## src/rtl/edge_window_assembler.sv

```systemverilog
// edge_window_assembler: gathers 3-pixel ROM columns into a sliding 3x3 window
// with window-centre coordinates and an end-of-frame pulse.
module edge_window_assembler #(
    parameter int ROW   = 125,
    parameter int NROWS = 250,
    parameter int PIX_W = 8,
    parameter int RW    = ($clog2(NROWS) > 8) ? $clog2(NROWS) : 8,
    parameter int CW    = ($clog2(ROW) > 7) ? $clog2(ROW) : 7
) (
    input  logic               clk,
    input  logic               reset,
    input  logic               clear,
    input  logic               pix_valid,
    input  logic [PIX_W-1:0]   pix_data,
    output logic [9*PIX_W-1:0] window,
    output logic               win_valid,
    output logic [RW-1:0]      center_row,
    output logic [CW-1:0]      center_col,
    output logic               frame_done
);
    logic [1:0]         step_q, step_d;
    logic [PIX_W-1:0]   top_q, top_d, mid_q, mid_d;
    logic [9*PIX_W-1:0] win_q, win_d;
    logic [CW-1:0]      col_q, col_d, ccol_q, ccol_d;
    logic [RW-1:0]      row_q, row_d, crow_q, crow_d;
    logic               valid_q, valid_d, done_q, done_d;
    logic [3*PIX_W-1:0] col_in;
    logic               last_col, last_row;

    assign col_in   = {pix_data, mid_q, top_q};
    assign last_col = col_q == CW'(ROW - 1);
    assign last_row = row_q == RW'(NROWS - 3);

    always_comb begin
        step_d  = step_q;
        top_d   = top_q;
        mid_d   = mid_q;
        win_d   = win_q;
        col_d   = col_q;
        row_d   = row_q;
        valid_d = 1'b0;
        done_d  = 1'b0;
        crow_d  = crow_q;
        ccol_d  = ccol_q;
        if (clear) begin
            step_d = '0;
            col_d  = '0;
            row_d  = '0;
        end else if (pix_valid) begin
            step_d = (step_q == 2'd2) ? 2'd0 : step_q + 2'd1;
            top_d  = (step_q == 2'd0) ? pix_data : top_q;
            mid_d  = (step_q == 2'd1) ? pix_data : mid_q;
            if (step_q == 2'd2) begin
                for (int r = 0; r < 3; r++) begin
                    win_d[PIX_W*(3*r)   +: PIX_W] = win_q[PIX_W*(3*r+1) +: PIX_W];
                    win_d[PIX_W*(3*r+1) +: PIX_W] = win_q[PIX_W*(3*r+2) +: PIX_W];
                    win_d[PIX_W*(3*r+2) +: PIX_W] = col_in[PIX_W*r +: PIX_W];
                end
                col_d   = last_col ? '0 : col_q + CW'(1);
                row_d   = last_col ? (last_row ? '0 : row_q + RW'(1)) : row_q;
                // the first two columns of a strip only prime the window
                valid_d = col_q >= CW'(2);
                done_d  = valid_d && last_col && last_row;
                crow_d  = valid_d ? row_q + RW'(1) : crow_q;
                ccol_d  = valid_d ? col_q - CW'(1) : ccol_q;
            end
        end
    end

    always_ff @(posedge clk or negedge reset) begin
        if (!reset) begin
            step_q  <= '0;
            top_q   <= '0;
            mid_q   <= '0;
            win_q   <= '0;
            col_q   <= '0;
            row_q   <= '0;
            valid_q <= 1'b0;
            done_q  <= 1'b0;
            crow_q  <= '0;
            ccol_q  <= '0;
        end else begin
            step_q  <= step_d;
            top_q   <= top_d;
            mid_q   <= mid_d;
            win_q   <= win_d;
            col_q   <= col_d;
            row_q   <= row_d;
            valid_q <= valid_d;
            done_q  <= done_d;
            crow_q  <= crow_d;
            ccol_q  <= ccol_d;
        end
    end

    assign window     = win_q;
    assign win_valid  = valid_q;
    assign center_row = crow_q;
    assign center_col = ccol_q;
    assign frame_done = done_q;
endmodule

```

## config.mk

```make
export PLATFORM = sky130hd
export DESIGN_NAME = edge_window_assembler
export DESIGN_NICKNAME = d
export VERILOG_FILES = /design/src/rtl/edge_window_assembler.sv
export SDC_FILE = /design/constraint.sdc
export NUM_CORES = 1
export LEC_CHECK = 0
export ABC_AREA = 1
export BUFFER_PORTS_ARGS = -buffer_cell sky130_fd_sc_hd__buf_2
export CAP_MARGIN = 20
export CORE_AREA = 5 5 126 80
export CTS_CLUSTER_DIAMETER = 150
export DETAILED_ROUTE_END_ITERATION = 8
export DIE_AREA = 0 0 131 85
export HOLD_SLACK_MARGIN = 0.03
export PLACE_DENSITY = 0.9
export SLEW_MARGIN = 10
export SYNTH_ARGS = -nofsm -noshare
export SYNTH_HDL_FRONTEND = slang
export SYNTH_SLANG_ARGS = --single-unit
export TNS_END_PERCENT = 10
```

## constraint.sdc

```tcl
create_clock -name clk -period 2.2 [get_ports clk]
set_input_delay 0.22 -clock clk [delete_from_list [all_inputs] [get_ports clk]]
set_output_delay 0.22 -clock clk [all_outputs]
set_load 0.005 [all_outputs]
```

==> impl_metrics.csv <==
group,metric,value,unit
outcome,outcome,"finished, final reports clean",
timing,setup_ws,0.469,ns
detailed_routing,drc_errors,0,
worst_setup_path,path_depth,8,
finish,fillerInstances,661,
worst_setup_path,crit_chain,"inv_1, ha_1, nand3_1, nor2_1, nand2_1, nor2_2, nand2_1, nand2_1",
placement,dp_slack,0.505,ns
worst_setup_path,r2r_start,"col_q[0]",
pwr,cell_internal_pwr,5130,uW
worst_setup_path,cp_max_fo,8,
worst_hold_path,hp-class,"in -> reg",
finish,diodes,0,
clock_tree,clkLatencyLatePin,0.41,ns
logic_synthesis,synth.area.top_cells,"dfrtp_1, nand2_1, o21ai_0",
global_routing,antenna_found_initial,0,
detailed_routing,via_per_inst,5.27,
global_routing,grt_pass1_wl,20700,um
worst_setup_path,critPathTopFamily,"simple AND/OR/NAND/NOR gates",
timing,hold_viol,0,
timing,min_period,1.73,ns
detailed_routing,ant_nets,0,
die,initial_core_util,56.8,%
placement,dp.cells,762,
worst_setup_path,ff2ff_setup_slack,0.47,ns
logic_synthesis,synth.distinct_cells,24,
worst_setup_path,criticalPathCategory,"reg -> reg",
job,max-cap-violations,0,
timing,maxSlewViolCount,0,
clock_tree,clk_pin_slew,0.05,ns
pwr,p_clk_share,39.0,%
timing,fin_skew,0.00760,ns
worst_setup_path,rr_worst_depth,8,
die,io_pins,101,
timing,relSlewSlack,53.6,%
finish,final_cells,793,
logic_synthesis,synthesis.area,5030,um^2
worst_setup_path,worst_setup_path_start_kind,"register",
timing,worst_pin_slew,0.697,ns
finish,area.growth.synth_to_final,22.9,%
placement,gp_congestion,0.812,
worst_setup_path,path_buf_inv,1,
clock_tree,htreeDepth,4,
global_routing,grt.total_usage,23.7,%
die,die_area,11100,um^2
clock_tree,cts_buffers,17,
placement,portBuffers,100,
logic_synthesis,ys_seq_elements,122,
clock_tree,clk_path_buf_depth,2,
clock_tree,ctsRootBufferMaster,"clkbuf_16",
worst_setup_path,r2r_end,"row_q[5]",
placement,place_hpwl,8250,um
worst_setup_path,setup.worst_path.end,"row_q[5]",
global_routing,grt_overflow,0,
worst_setup_path,slowest_stage,"dfrtp_1",
logic_synthesis,yosysWarnings,0,
global_routing,grt_max_degree,81,
logic_synthesis,yosysTopAreaCell,"dfrtp_1",
die,die_w,131,um
worst_setup_path,cp.arrival,2.08,ns
logic_synthesis,synth_top_area_share,60.7,%
pwr,ir_worst_vdd,0.639,mV
die,die_h,85,um
pwr,power_switching,1990,uW
timing,setup_viol,0,
pwr,seqPwrFrac,44.3,%
worst_setup_path,crit_path_frequent_cell,"nand2_1",
pwr,swShare,28.0,%
logic_synthesis,seq_area_frac_synth,60.7,%
pwr,p_leak,0.00343,uW
timing,min_period_over_period,78.7,%
detailed_routing,vias,4180,
global_routing,grt_pass1_vias,4127,
logic_synthesis,avgSynthCellArea,8.97,um^2
timing,setup_tns,0,ns
timing,fmax,0.578,GHz
finish,fin_nets,682,
clock_tree,cts_sinks,122,
clock_tree,cts_tree,"yes",
detailed_routing,drt-pass1-iter-count,5,
worst_setup_path,cp-startpoint,"col_q[0]",
pwr,p_total,7120,uW
detailed_routing,drt_iter0_drc,312,
pwr,combPwrFrac,16.6,%
die,core_region_area,8850,um^2
timing,rsz0062_at_grt,"false",
worst_setup_path,slowest_delay,0.39,ns
detailed_routing,wl_per_cell,15.7,um
finish,drive_gt1_share,22.0,%
pwr,p_per_area,1150,nW/um^2
logic_synthesis,synth_cells,561,
finish,post-route-util,69.9,%
die,num_rows,27,
detailed_routing,wl,12400,um
worst_setup_path,crit_required,2.54,ns
logic_synthesis,syn-num-nets,577,
worst_setup_path,cp-end-kind,"register",
-- metrics by stage --
| stage | area [um^2] | hold slack [ns] |
|---|---|---|
| floorplan | 5030 | -0.0756 |
| global placement | 5580 | 0.219 |
| detailed placement | 5580 | 0.231 |
| CTS | 6180 | 0.125 |
| global route | 6180 | 0.139 |
| finish | 6180 | 0.129 |
-- area by class of cell --
class | count | area [um^2] | area share (%)
clock buffers | 19 | 443 | 7.16
repair buffers | 107 | 571 | 9.23
well taps | 116 | 145 | 2.35
inverters | 54 | 203 | 3.28
flip-flops and latches | 122 | 3050 | 49.4
clock inverters | 11 | 148 | 2.39
multi-input cells | 364 | 1620 | 26.2
-- cell usage after synthesis --
cell type,number
xnor2_1,1
o21ai_1,19
clkbuf_1,9
nor3_2,1
clkbuf_2,2
nor2_1,20
inv_2,3
nor3_1,1
dfrtp_1,122
o21ai_0,65
buf_4,1
buf_6,9
nand2_4,1
nor2_4,1
inv_1,51
nand4_1,3
nand3_4,1
xor2_1,4
ha_1,4
nand2_2,4
nand3_1,14
nand2_1,219
nor2_2,3
nand3b_1,3
-- timing repair --
item | 4_1_cts | 5_1_grt
hold buffers | 1 | 0
endpoints found under the hold margin | 38 | 0
gates resized for setup | 0 | 0
setup buffers | 0 | 0
-- how the worst min path moves through the flow --
stage	startpoint	to	slack [ns]	cells past startpoint
after global routing	pix_data[1]	mid_q[1]	0.14	3
after CTS	pix_data[2]	top_q[2]	0.13	3
after global placement	reset	window[0]	0.22	1
final	pix_data[2]	top_q[2]	0.13	3
after detailed placement	reset	window[0]	0.23	1
after floorplan	reset	center_col[0]	-0.08	0
-- kinds of logic (layout without fill, tap and decap cells) --
logic type	after synthesis	after routing	synth area share [%]
buffers and inverters	75	191	7.06
xor gates and xnor gates	5	5	0.871
AOI/OAI and AO/OA	84	84	8.36
and+or+nand+nor	271	271	22.0
adders and majority gates	4	4	0.995
DFF	122	122	60.7
-- placed cells by master, fill, tap and decap left out, types with 6 or more instances in the layout --
| master | netlist | routed |
|---|---|---|
| o21ai_1 | 19 | 19 |
| dfrtp_1 | 122 | 122 |
| nand2_1 | 219 | 219 |
| buf_2 | 0 | 99 |
| inv_1 | 51 | 51 |
| nor2_1 | 20 | 20 |
| clkbuf_16 | 0 | 17 |
| buf_4 | 1 | 6 |
| o21ai_0 | 65 | 65 |
| nand3_1 | 14 | 14 |
-- power groups by stage --
| stage | logic, uW | registers [uW] | clock network [uW] |
|---|---|---|---|
| 2_1_floorplan | 460 | 3160 | 0 |
| 3_3_place_gp | 1130 | 3140 | 0 |
| 3_5_place_dp | 1200 | 3170 | 0 |
| 4_1_cts | 1210 | 3150 | 2800 |
| 5_1_grt | 1360 | 3220 | 2930 |
| 6_report | 1180 | 3160 | 2780 |
-- worst reg2reg max path, delay by kind of cell, from the launching register on --
family	cells	cell delay [ns]
adders and majority gates	1	0.30
DFF	1	0.39
and+or+nand+nor	6	0.79
buffers and inverters	1	0.19
-- sequential cells by signal (all words and copies together) (netlist names), 2 cells and up --
name	count
mid_q	8
window	72
col_q	7
center_col	7
row_q	8
step_q	2
top_q	8
center_row	8
-- per-layer routing --
metal / global-route usage, % / wire (um)
met1: 33.2 / 5440
met2: 36.2 / 5720
met3: 6.10 / 1030
met4: 8.31 / 244
met5: 0 / 0
Note: power is estimated with default switching activity, not from simulation.
